## config.mk

```make
export PLATFORM = sky130hd
export DESIGN_NAME = calpoc_ctrl
export DESIGN_NICKNAME = d
export VERILOG_FILES = /design/src/rtl/calpoc_pkg.sv /design/src/rtl/calpoc_btn_cond.sv /design/src/rtl/calpoc_ctrl.sv
export SDC_FILE = /design/constraint.sdc
export NUM_CORES = 1
export LEC_CHECK = 0
export BUFFER_PORTS_ARGS = -buffer_cell sky130_fd_sc_hd__clkbuf_2
export CELL_PAD_IN_SITES_DETAIL_PLACEMENT = 0
export CELL_PAD_IN_SITES_GLOBAL_PLACEMENT = 1
export CORE_ASPECT_RATIO = 1.75
export CORE_MARGIN = 1.5
export CORE_UTILIZATION = 45
export CTS_BUF_LIST = sky130_fd_sc_hd__clkbuf_8
export DETAILED_ROUTE_END_ITERATION = 12
export GPL_TIMING_DRIVEN = 0
export HOLD_SLACK_MARGIN = 0.1
export PLACE_DENSITY_LB_ADDON = 0.1
export SETUP_SLACK_MARGIN = 0.1
export SYNTH_ARGS = -nofsm -noshare
export SYNTH_HDL_FRONTEND = slang
export SYNTH_SLANG_ARGS = --single-unit
```

## constraint.sdc

```tcl
create_clock -name clk -period 1.9 [get_ports clk]
set_input_delay 0.285 -clock clk [delete_from_list [all_inputs] [get_ports clk]]
set_output_delay 0.285 -clock clk [all_outputs]
set_load 0.01 [all_outputs]
```

## src/rtl/calpoc_pkg.sv

```systemverilog
// CalPOC shared types: FSM state encoding, ALU operator codes and default sizing.
// Debounce sizing is only consumed when CALPOC_DEBOUNCE_EN is defined.
package calpoc_pkg;

  typedef enum logic [1:0] {
    ENTER_A = 2'd0,
    ENTER_B = 2'd1,
    EXEC    = 2'd2,
    SHOW    = 2'd3
  } state_t;

  localparam logic OP_OR  = 1'b0;
  localparam logic OP_XOR = 1'b1;

  localparam int CALPOC_WIDTH           = 3;
  localparam int CALPOC_DEBOUNCE_CYCLES = 16;

endpackage

```

## src/rtl/calpoc_btn_cond.sv

```systemverilog
// Button conditioner: 2-flop sync, optional debounce (CALPOC_DEBOUNCE_EN), rising-edge press pulse.
// Press appears 2 clocks after input rise (3 to take effect), plus DEBOUNCE_CYCLES when debounced.
module calpoc_btn_cond
`ifdef CALPOC_DEBOUNCE_EN
  #(parameter int DEBOUNCE_CYCLES = calpoc_pkg::CALPOC_DEBOUNCE_CYCLES)
`endif
(
  input  logic clk,
  input  logic rst_n,
  input  logic i_btn,
  output logic o_press
);

  logic r_sync1;
  logic r_sync2;
  logic r_prev;
  logic w_level;

  always_ff @(posedge clk or negedge rst_n) begin
    if (!rst_n) begin
      r_sync1 <= 1'b0;
      r_sync2 <= 1'b0;
    end else begin
      r_sync1 <= i_btn;
      r_sync2 <= r_sync1;
    end
  end

`ifdef CALPOC_DEBOUNCE_EN
  localparam int CNT_W = $clog2(DEBOUNCE_CYCLES + 1);

  logic [CNT_W-1:0] r_cnt;
  logic             r_filt;

  // Filtered level flips on the DEBOUNCE_CYCLES-th consecutive differing sample.
  always_ff @(posedge clk or negedge rst_n) begin
    if (!rst_n) begin
      r_cnt  <= '0;
      r_filt <= 1'b0;
    end else if (r_sync2 == r_filt) begin
      r_cnt <= '0;
    end else if (r_cnt == CNT_W'(DEBOUNCE_CYCLES - 1)) begin
      r_cnt  <= '0;
      r_filt <= r_sync2;
    end else begin
      r_cnt <= r_cnt + 1'b1;
    end
  end

  assign w_level = r_filt;
`else
  assign w_level = r_sync2;
`endif

  always_ff @(posedge clk or negedge rst_n) begin
    if (!rst_n) r_prev <= 1'b0;
    else        r_prev <= w_level;
  end

  assign o_press = w_level & ~r_prev;

endmodule

```

## src/rtl/calpoc_ctrl.sv

```systemverilog
// CalPOC sequencing controller: bit-serial operand entry, one-cycle ALU execute, result capture.
// Equals edge to disp_valid is 4 clocks (plus DEBOUNCE_CYCLES with CALPOC_DEBOUNCE_EN).
module calpoc_ctrl
  import calpoc_pkg::*;
#(
  parameter int WIDTH           = CALPOC_WIDTH,
  parameter int DEBOUNCE_CYCLES = CALPOC_DEBOUNCE_CYCLES
) (
  input  logic             clk,
  input  logic             rst_n,
  input  logic             btn_one,
  input  logic             btn_zero,
  input  logic             btn_or,
  input  logic             btn_xor,
  input  logic             btn_equals,
  input  logic             btn_clear,
  output logic [WIDTH-1:0] alu_a,
  output logic [WIDTH-1:0] alu_b,
  output logic             alu_op,
  input  logic [WIDTH-1:0] alu_result,
  output logic [WIDTH-1:0] led_a,
  output logic [WIDTH-1:0] led_b,
  output logic [WIDTH-1:0] disp_value,
  output logic             disp_valid,
  output logic [1:0]       state
);

  localparam int CW = $clog2(WIDTH + 1);

  logic [5:0] w_raw;
  logic [5:0] w_press;

  assign w_raw = {btn_clear, btn_equals, btn_xor, btn_or, btn_zero, btn_one};

  for (genvar g = 0; g < 6; g++) begin : g_btn
`ifdef CALPOC_DEBOUNCE_EN
    calpoc_btn_cond #(.DEBOUNCE_CYCLES(DEBOUNCE_CYCLES)) u_cond (
`else
    calpoc_btn_cond u_cond (
`endif
      .clk    (clk),
      .rst_n  (rst_n),
      .i_btn  (w_raw[g]),
      .o_press(w_press[g])
    );
  end

  logic w_dig_vld, w_dig_bit, w_op_vld, w_op_val, w_eq, w_clr;

  // Conflicting digit or operator pairs cancel each other.
  assign w_dig_vld = w_press[0] ^ w_press[1];
  assign w_dig_bit = w_press[0];
  assign w_op_vld  = w_press[2] ^ w_press[3];
  assign w_op_val  = w_press[3];
  assign w_eq      = w_press[4];
  assign w_clr     = w_press[5];

  state_t           r_state, w_state_nxt;
  logic [WIDTH-1:0] r_a, r_b, r_disp, w_a_nxt, w_b_nxt, w_disp_nxt;
  logic [CW-1:0]    r_cnt_a, r_cnt_b, w_cnt_a_nxt, w_cnt_b_nxt;
  logic             r_op, r_dvld, w_op_nxt, w_dvld_nxt;

  always_ff @(posedge clk or negedge rst_n) begin
    if (!rst_n) begin
      r_state <= ENTER_A;
      r_a     <= '0;
      r_b     <= '0;
      r_disp  <= '0;
      r_cnt_a <= '0;
      r_cnt_b <= '0;
      r_op    <= OP_OR;
      r_dvld  <= 1'b0;
    end else begin
      r_state <= w_state_nxt;
      r_a     <= w_a_nxt;
      r_b     <= w_b_nxt;
      r_disp  <= w_disp_nxt;
      r_cnt_a <= w_cnt_a_nxt;
      r_cnt_b <= w_cnt_b_nxt;
      r_op    <= w_op_nxt;
      r_dvld  <= w_dvld_nxt;
    end
  end

  always_comb begin
    w_state_nxt = r_state;
    w_a_nxt     = r_a;
    w_b_nxt     = r_b;
    w_disp_nxt  = r_disp;
    w_cnt_a_nxt = r_cnt_a;
    w_cnt_b_nxt = r_cnt_b;
    w_op_nxt    = r_op;
    w_dvld_nxt  = r_dvld;
    if (w_clr) begin
      w_state_nxt = ENTER_A;
      w_a_nxt     = '0;
      w_b_nxt     = '0;
      w_disp_nxt  = '0;
      w_cnt_a_nxt = '0;
      w_cnt_b_nxt = '0;
      w_op_nxt    = OP_OR;
      w_dvld_nxt  = 1'b0;
    end else begin
      case (r_state)
        ENTER_A: begin
          if (w_eq) begin
            w_state_nxt = ENTER_A;
          end else if (w_op_vld) begin
            w_op_nxt    = w_op_val;
            w_state_nxt = ENTER_B;
          end else if (w_dig_vld && r_cnt_a != CW'(WIDTH)) begin
            w_a_nxt     = {r_a[WIDTH-2:0], w_dig_bit};
            w_cnt_a_nxt = r_cnt_a + 1'b1;
          end
        end
        ENTER_B: begin
          if (w_eq) begin
            w_state_nxt = EXEC;
          end else if (w_op_vld) begin
            w_op_nxt = w_op_val;
          end else if (w_dig_vld && r_cnt_b != CW'(WIDTH)) begin
            w_b_nxt     = {r_b[WIDTH-2:0], w_dig_bit};
            w_cnt_b_nxt = r_cnt_b + 1'b1;
          end
        end
        EXEC: begin
          w_disp_nxt  = alu_result;
          w_dvld_nxt  = 1'b1;
          w_state_nxt = SHOW;
        end
        SHOW: begin
          // An operator chains on the shown result; a digit starts a fresh calculation.
          if (w_eq) begin
            w_state_nxt = SHOW;
          end else if (w_op_vld) begin
            w_a_nxt     = r_disp;
            w_cnt_a_nxt = CW'(WIDTH);
            w_b_nxt     = '0;
            w_cnt_b_nxt = '0;
            w_op_nxt    = w_op_val;
            w_dvld_nxt  = 1'b0;
            w_state_nxt = ENTER_B;
          end else if (w_dig_vld) begin
            w_a_nxt     = WIDTH'(w_dig_bit);
            w_cnt_a_nxt = CW'(1);
            w_b_nxt     = '0;
            w_cnt_b_nxt = '0;
            w_dvld_nxt  = 1'b0;
            w_state_nxt = ENTER_A;
          end
        end
        default: w_state_nxt = ENTER_A;
      endcase
    end
  end

  assign alu_a      = r_a;
  assign alu_b      = r_b;
  assign alu_op     = r_op;
  assign led_a      = r_a;
  assign led_b      = r_b;
  assign disp_value = r_disp;
  assign disp_valid = r_dvld;
  assign state      = r_state;

endmodule

```

# Word level (Yosys, flattened, before mapping)
# Index checks and enable logic that the tools add are counted.
# totals
ff_bits	35
input_bits	11
out_inout_bits	19
word_cells	124
# op_classes
addsub	2
n_eq_ne	17
n_mux	50
n_bitwise	14
reduce_logical	15
# op_table
cell	count
$mux 3	16
$mux 2	20
$ne 3x2->1 const B	7
$pmux 3 s2	2
$reduce_and 6->1	2
$reduce_and 3->1	3
$reduce_bool 3->1	3
$mux 1	8
$pmux 2 s2	2
$pmux 2 s4	1
$and 1x1->1	6
$not 1->1	6
$reduce_bool 2->1	3
$ne 5x3->1 const B	1
$add 2x1->2 const B	2
$eq 2x2->1 const B	2
$ne 2x2->1 const B	2
$ne 4x2->1 const B	1
$ne 4x3->1 const B	1
$ne 3x1->1 const B	1
$reduce_or 3->1	1
$eq 2x1->1 const B	1
$logic_and 1x1->1	2
$logic_not 2->1	1
other kinds (3)	4

# Depth between registers and ports, before layout
# Gate-level depths: netlist of run 1.
# depth
depth_word	9
depth_mapped	6
ltp_nobuf	6

# By module
# A second synthesis of run 1 with hierarchy kept.
# hier_totals
cells_unflattened	116
hier_area_um2	1487.7
# by_module_without_submodules
mod	instances	cells_per_inst	area_each_um2	seq_area_each_um2
calpoc_ctrl	1	92	954.7	425.4
calpoc_btn_cond	6	4	88.8	75.1

# Least setup slack after synthesis of run 1
# OpenSTA, ideal clock, no wires.
# synth_timing
path_kind	reg2reg
startpoint	register r_state[0] (netlist: state[0])
endpoint	register r_cnt_a[0]
setup_ns	0.087
arrival_ns	1.529
required_time_ns	1.813
setup_slack_ns	0.284
path_stages_with_launch	7
n_path_buf	0
synth_period_minus_slack_ns	1.616
path_cell_list	dfrtp_1 -> inv_1 -> ha_1 -> a211oi_1 -> nand3_1 -> a21boi_4 -> a211oi_2
# synth_via
elab_chain_cells	3
word_cells_on_any_way	11
cone_classes	eq/ne: 6; mux: 2; reduce/logical: 3
# synth_rtl
element	line_no	text
start, declared	calpoc_ctrl.sv:58	state_t r_state, w_state_nxt;
start signal, assigned	calpoc_ctrl.sv:74	r_state <= w_state_nxt;
$eq 2x2->1 / $logic_not 2->1 (equally long branches)	calpoc_ctrl.sv:104	case (r_state)
$ne 4x3->1 (no line) (tied with other cells)	-	
$reduce_and 6->1 (no line) / $mux 2 (equally long branches)	-	
end signal, assigned	calpoc_ctrl.sv:78	r_cnt_a <= w_cnt_a_nxt;
end, declared	calpoc_ctrl.sv:60	logic [CW-1:0] r_cnt_a, r_cnt_b, w_cnt_a_nxt, w_cnt_b_nxt;
# Several ways; a longest one is shown, not always the timed one.
# A chain may end at the register's enable or synchronous reset.

# Worst setup path in the final report of run 1
# layout_timing
startpoint	register g_btn[3].u_cond.r_sync2
endpoint	register r_cnt_b[0]
# layout_via
elab_chain_cells	6
word_cells_on_any_way	9
cone_classes	eq/ne: 2; mux: 4; bitwise: 2; reduce/logical: 1
# layout_rtl
element	line_no	text
start, declared	calpoc_btn_cond.sv:15	logic r_sync2;
start signal, assigned	calpoc_btn_cond.sv:25	r_sync2 <= r_sync1;
$and 1x1->1 (*)	calpoc_btn_cond.sv:60	assign o_press = w_level & ~r_prev;
$xor 1x1->1 (*)	calpoc_ctrl.sv:53	assign w_op_vld = w_press[2] ^ w_press[3];
$mux 2	calpoc_ctrl.sv:135	end else if (w_op_vld) begin
$mux 2	calpoc_ctrl.sv:133	if (w_eq) begin
$pmux 2 s2	calpoc_ctrl.sv:104	
$mux 2	calpoc_ctrl.sv:94	if (w_clr) begin
end signal, assigned	calpoc_ctrl.sv:79	r_cnt_b <= w_cnt_b_nxt;
end, declared	calpoc_ctrl.sv:60	
# Every way passes the cells marked *; elsewhere a longest branch is shown, timed or not. The select of a mux whose other input is x is not followed.

==> run metrics, run 1 <==
DRC errors left=0; skew final=0.007320 ns; final hold violation count=0; Critical Path End Type=flip-flop; vias in the first global route=1099; Max FO, Critical Path=9; startpoint types=flip-flop; Avg Inst Size Synth=11.82 sq um; Area Growth Syn to Fin=24.85%; starting DRC count in detailed routing=17; Initial Util=0.4639; Root Driver=clkbuf_8; largest net degree at the start of global routing=36; Cell Area, Synth=0.001667 sq mm; critical path class=reg2reg; relative slew slack=0.4478; HPWL Detailed=2.148 mm; H-tree levels=2; FILL cells=317; # port buffers=29; routed wire length=3.018 mm; Routed Antenna Nets=0; Peak Freq=0.5981 GHz; sequential share of the synthesized area=0.5255; PwrDens=1351 mW/mm^2; vias per inst=around 5.0; clk_lat worst skew=between 0.2 and 0.3 ns; max incr delay on CP=between 0.3 and 0.4 ns; gp weighted congestion=0.8263; Die Y-Extent=83.51 um; crit-path cells=and2b_4 > xnor2_4 > nand4b_2 > a21oi_4 > mux2i_1; fin crit share=0.8799; WP buf/inv=0; ANT cells=0; total power=2811 uW; first-pass GRT wire length=5.078 mm; Worst EP required=2.11 ns; CTS tree=built; YS warnings=0; I/O Pins=30; Slew Limit Fails=0; initial antenna violation count=0; Cell variety after synth=34; Die ar.=approximately 0.0041 sq mm; First-pass DRT Iterations=4; status=complete, no violations; layout cells sized above 1=0.3118; CTS clock-pin slew for the worst setup and hold paths=0.07 ns; RSZ-0062 raised after global routing=no; CTS Buf Count=5; Top Family by Delay on Critical Path=simple AND/OR/NAND/NOR gates; Max Buffers Root-to-Sink=2; Least-Margin Pin Slew=around 0.83 ns; dpl cell area=0.001869 sq mm; total number of vias=1171; Routed wire per std cell=13.01 um; GRT Residual Overflow=0; Total Negative Setup Slacks=0 ns; final setup vio count=0; syn nets=159; core box area=~0.0036 sq mm; Die Width=49.01 um; Design Area, Final=0.002081 sq mm; clock sinks=35; Mapped Cells=141; CP max stage cell=dfrtp_1; leakage=0.0009888 uW; maxcap violations=0; CP arrival=1.88 ns; VDD IR max=0.6911 mV; post-route minimum period=1.672 ns; flops & latches, synth=35; row count=29; GRT Total Usage=0.1674; worst hold-check path type=in2async; Final nets=203
-- synth_stat cells --
| library cell | n | area [sq um] |
|---|---|---|
| nor2b_1 | 2 | 12.51 |
| a221o_1 | 1 | 10.01 |
| o211ai_1 | 1 | 7.510 |
| a31oi_1 | 1 | 6.260 |
| clkbuf_1 | 5 | 18.77 |
| o21a_1 | 1 | 7.510 |
| a21oi_1 | 3 | 15.01 |
| xor2_4 | 1 | 27.53 |
| a21boi_4 | 1 | 18.77 |
| nor2_1 | 11 | 41.29 |
| or3_1 | 2 | 12.51 |
| dfrtp_1 | 35 | 875.8 |
| o2bb2ai_1 | 3 | 26.28 |
| a21oi_4 | 1 | 16.27 |
| inv_1 | 4 | 15.01 |
| nand3_1 | 5 | 25.02 |
| buf_4 | 6 | 45.04 |
| nor3_1 | 3 | 15.01 |
| xnor2_4 | 2 | 55.05 |
| mux2i_1 | 14 | 140.1 |
| a211oi_2 | 1 | 12.51 |
| nand2_1 | 14 | 52.55 |
| buf_2 | 1 | 5.000 |
| a211oi_1 | 1 | 7.510 |
| o21ai_1 | 1 | 5.000 |
| o21ai_2 | 2 | 17.52 |
| and2b_4 | 2 | 20.02 |
| o22ai_1 | 1 | 6.260 |
| o21ai_0 | 4 | 20.02 |
| nand4b_2 | 1 | 15.01 |
| and3_1 | 1 | 6.260 |
| nand2b_1 | 2 | 12.51 |
| ha_1 | 7 | 87.58 |
| and2b_1 | 1 | 7.510 |
-- cell families (layout without fill, tap and decap cells) --
group           count (synthesis)  count (layout)  share of synthesized area
simple gates                   44              44                     0.1321
flops                          35              35                     0.5255
compound gates                 22              22                     0.1059
buf+inv                        16              61                    0.05029
mux                            14              14                    0.08408
fa+ha+maj                       7               7                    0.05255
xor+xnor                        3               3                    0.04955
-- worst paths after layout --
kind,from,to,depth (start not counted),slack (ns)
hold / removal,rst_n,disp_value[1]$_DFFE_PN0P_,1,0.08
setup / recovery,g_btn[3].u_cond.r_sync2$_DFF_PN0_,r_cnt_b[0]$_DFFE_PN0P_,5,0.23
hold reg to reg,g_btn[4].u_cond.r_sync1$_DFF_PN0_,g_btn[4].u_cond.r_sync2$_DFF_PN0_,0,0.34
max in group asynchronous,rst_n,g_btn[2].u_cond.r_sync2$_DFF_PN0_,1,1.29
min in group clk,alu_result[1],disp_value[1]$_DFFE_PN0P_,3,0.25
setup reg to reg,g_btn[3].u_cond.r_sync2$_DFF_PN0_,r_cnt_b[0]$_DFFE_PN0P_,5,0.23
-- through the flow --
step                hold WS [ns]    util  setup WS [ns]  instances
CTS                       0.1163  0.5751         0.1467        230
finish                   0.08348  0.5792         0.2281        232
global route              0.1505  0.5792        0.09977        232
floorplan               -0.01059       -         0.2844        141
global placement          0.3345  0.5204         0.2206        216
detailed placement        0.3373  0.5204         0.1755        216
-- power by group --
part | total (uW) | switching [uW] | internal (uW)
Combinational | 1030 | 540 | 485
Sequential | 987 | 102 | 885
Clock | 799 | 276 | 523
-- cell usage in the layout (no fill, tap or decap), drive strengths merged, types with 2 or more instances in the layout --
cell	netlist	routed
dlygate4sd3	0	6
o21ai	7	7
buf	7	9
nand2b	2	2
nand2	14	14
a21oi	4	4
clkbuf	5	39
xnor2	2	2
nor2b	2	2
or3	2	2
mux2i	14	14
and2b	3	3
dfrtp	35	35
bufinv	0	2
inv	4	4
a211oi	2	2
o2bb2ai	3	3
nor3	3	3
ha	7	7
nor2	11	11
nand3	5	5
-- sequential cells by signal, summed over array words and instances (netlist names), 2 cells and up --
| signal | flops |
|---|---|
| r_cnt_a | 2 |
| disp_value | 3 |
| alu_b | 3 |
| r_cnt_b | 2 |
| g_btn.u_cond.r_sync2 | 6 |
| g_btn.u_cond.r_sync1 | 6 |
| alu_a | 3 |
| g_btn.u_cond.r_prev | 6 |
| state | 2 |
-- repair_timing --
action | CTS | global route
buffers inserted | 0 | 2
setup endpoints to repair | 0 | 9
gates resized for setup | 0 | 1
hold buffers | 6 | 0
endpoints found under the hold margin | 6 | 0
-- per-layer routing --
layer  up-vias  global-route usage  wire length (um)
met5         -                   0                 0
met4         0             0.09351                72
met3         6             0.04839               111
met2        27              0.2727              1575
met1       573              0.1942              1260
li1        565                   -                 -
-- final cells by class --
class | count | area (sq um) | area share
timing repair buffer | 37 | 220.2 | 0.1058
inverter | 4 | 15.01 | 0.007216
clock inverter | 3 | 67.56 | 0.03247
clock buffer | 5 | 68.82 | 0.03307
multi-input combinational | 90 | 706.9 | 0.3397
sequential | 35 | 875.8 | 0.4209
tap | 46 | 57.56 | 0.02766
buffer | 12 | 68.82 | 0.03307
(Power assumes the default switching activity.)
==> run 2: changes to the inputs <==
- CELL_PAD_IN_SITES_DETAIL_PLACEMENT: 0 -> 2
- CELL_PAD_IN_SITES_GLOBAL_PLACEMENT: 1 -> 2
- CORE_UTILIZATION: 45 -> 37
- SYNTH_HIERARCHICAL: default -> 1
==> run metrics, run 2 <==
RSZ-0062 raised after global routing=yes; PwrDens=1124 mW/mm^2; Synth Flop Type=dfrtp_1; post-route minimum period=1.788 ns; hold_ws=roughly 0.096 ns; routed wire length=between 3 and 4 mm; gp weighted congestion=between 0.7 and 0.8; FFs w/ async S/R, synth=1.000; status=complete, no violations; Die Y-Extent=86.88 um; final hold violation count=0; CTS clock-pin slew for the worst setup and hold paths=0.08 ns; vias per inst=4.784; row count=30; P_int=~1600 uW; largest net degree at the start of global routing=36; Peak Freq=0.5593 GHz; FILL cells=between 400 and 500; core box area=0.003866 sq mm; clock sinks=35; Routed Antenna Nets=0; leakage=between 0.0009 and 0.001 uW; Initial Util=0.3848; Root Driver=clkbuf_8; DP Cell Count=193; CTS Buf Count=5; commonest non-fill, non-tap cell in the layout=dfrtp_1; Sw Share=0.2990; max incr delay on CP=roughly 0.4 ns; part of the power in registers=0.433; maxcap violations=0; final setup vio count=0; M3 GR Usage=0.04124; Avg Inst Size Synth=12.82 sq um; H-tree levels=2; crit-path cells=nor2b_4 > xor2_4 > nor4_4 > buf_4 > a221oi_4 > mux2_2; WP buf/inv=1; I/O Pins=30; CTS tree=built; Most Crowded Layer GR=met2; starting DRC count in detailed routing=15; first-pass GRT wire length=~5.6 mm; startpoint types=flip-flop; cell with the most instances after synthesis=dfrtp_1; DRC errors left=0; CP max stage cell=dfrtp_1; Critical Path End Type=flip-flop; Least-Margin Pin Slew=0.8685 ns; Post-synth EDFFs=0; Die Width=50.93 um; relative slew slack=0.4210; clk_lat worst skew=0.29 ns; GRT Total Usage=0.1763; skew final=0.008460 ns; YS warnings=6; ANT cells=0; syn nets=129; Slew Limit Fails=0; # port buffers=29; Area Growth Syn to Fin=32.38%; initial antenna violation count=0; Max Buffers Root-to-Sink=2; Top Family by Delay on Critical Path=flip-flops; cell taking the most area after synthesis=dfrtp_1; Routed wire per std cell=15.37 um; Final nets=between 150 and 200; flops & latches, synth=35; fin crit share=0.9409; First-pass DRT Iterations=4; post-synth top area share=0.5887; Mapped Cells=between 100 and 150; Cell variety after synth=28; Net Switching=662.0 uW; Comb power frac=0.257; top post-synthesis cells by count=dfrtp_1 (35), mux2i_1 (8), nand2_1 (8), nor2_1 (8); GRT Residual Overflow=0; layout cells sized above 1=0.4182; critical path class=reg2reg; worst hold-check path type=in2async; VDD IR max=0.6229 mV; vias in the first global route=around 1100; Die ar.=approximately 0.0044 sq mm; Final Non-Filler Cells=213; total number of vias=~1000; grt met2 use=0.3400; HPWL Detailed=around 2.3 mm; synth top area cells=dfrtp_1 (59%), nor2b_4 (5.6%), mux2i_1 (5.4%); sequential share of the synthesized area=0.5887; commonest cells after routing, fill and taps aside=dfrtp_1 (34), clkbuf_2 (30), buf_4 (11); routing usage on met1=0.1780; Clk pwr share=0.310; Max FO, Critical Path=3; CP arrival=1.97 ns; Cell Area, Synth=roughly 0.0015 sq mm; Top Registers=g_btn.u_cond/r_prev (6), g_btn.u_cond/r_sync1 (6), g_btn.u_cond/r_sync2 (6); Worst EP required=2.09 ns
[run 2: cell types whose count changed in the layout (fill, tap and decap cells not counted), sizes merged, moves of 3 or more]
cell,change
o21ai,-3
nor2b,+7
buf,+3
ha,-5
nor2,-3
mux2,+5
o2bb2ai,-3
mux2i,-6
nand2,-6
and2b,-3
nand3,-5
[run 2: worst reg2reg max path, cell delays in order (launching register included)]
cell	delay [ns]
dfrtp_1	0.41
nor2b_4	0.23
xor2_4	0.21
nor4_4	0.06
buf_4	0.14
a221oi_4	0.27
mux2_2	0.37
[run 2: kinds of logic after synthesis]
family / count (synthesis) / share of synthesized area
AOI/OAI and AO/OA: 17 / 0.08496
xor gates and xnor gates: 4 / 0.02860
adders and majority gates: 2 / 0.01682
buffers and inverters: 14 / 0.05046
DFF: 35 / 0.5887
muxes: 13 / 0.09167
and+or+nand+nor: 31 / 0.1388
[run 2: layout make-up]
type | instances | area, sq um | share of cell area
timing repair buffer | 41 | 254.0 | 0.1290
buffer | 9 | 57.56 | 0.02922
tap | 48 | 60.06 | 0.03050
inverter | 5 | 18.77 | 0.009530
sequential | 35 | 877.1 | 0.4454
clock inverter | 3 | 47.55 | 0.02414
multi-input combinational | 67 | 585.6 | 0.2973
clock buffer | 5 | 68.82 | 0.03494
[run 2: what timing repair did]
item,in CTS,in global routing
setup buffers,6,0
resized for setup,7,2
hold buffers,6,0
hold endpoints to repair,6,0
setup endpoints to repair,10,10
pin swaps,4,0
[run 2: power by group through the flow]
stage	Sequential (uW)	Combinational [uW]	Clock [uW]
floorplan	979	321	0
global placement	961	500	0
detailed placement	975	536	0
CTS	961	583	707
global route	977	644	729
finish	959	569	687
[run 2: path summary, 6_finish.rpt]
kind	endpoint	start	depth (start not counted)	slack (ns)
min	g_btn[3].u_cond/r_sync1$_DFF_PN0_	rst_n	1	0.1
max in group asynchronous	state[1]$_DFFE_PN0P_	rst_n	1	1.21
min in group clk	disp_value[1]$_DFFE_PN0P_	alu_result[1]	3	0.26
max reg2reg	r_cnt_b[0]$_DFFE_PN0P_	g_btn[2].u_cond/r_prev$_DFF_PN0_	6	0.11
min reg2reg	g_btn[5].u_cond/r_sync2$_DFF_PN0_	g_btn[5].u_cond/r_sync1$_DFF_PN0_	0	0.36
max	r_cnt_b[0]$_DFFE_PN0P_	g_btn[2].u_cond/r_prev$_DFF_PN0_	6	0.11
[run 2: per-layer routing]
layer | share of wire | routed length (um)
met1 | 0.36 | 1189
met2 | 0.59 | 1942
met3 | 0.028 | 92
met4 | 0.015 | 49
met5 | 0 | 0
[run 2: through the flow]
step             util  power [uW]  cell area (sq um)  worst slack, ns  setup TNS, ns
3_3_place_gp   0.4379        1460               1693         -0.08286       -0.08286
6_report       0.5094        2214               1969           0.1122              0
5_1_grt        0.5094        2350               1969          0.01312              0
4_1_cts        0.5081        2251               1964          0.09276              0
2_1_floorplan       -        1300               1488           0.1284              0
3_5_place_dp   0.4379        1511               1693          -0.1065        -0.2971
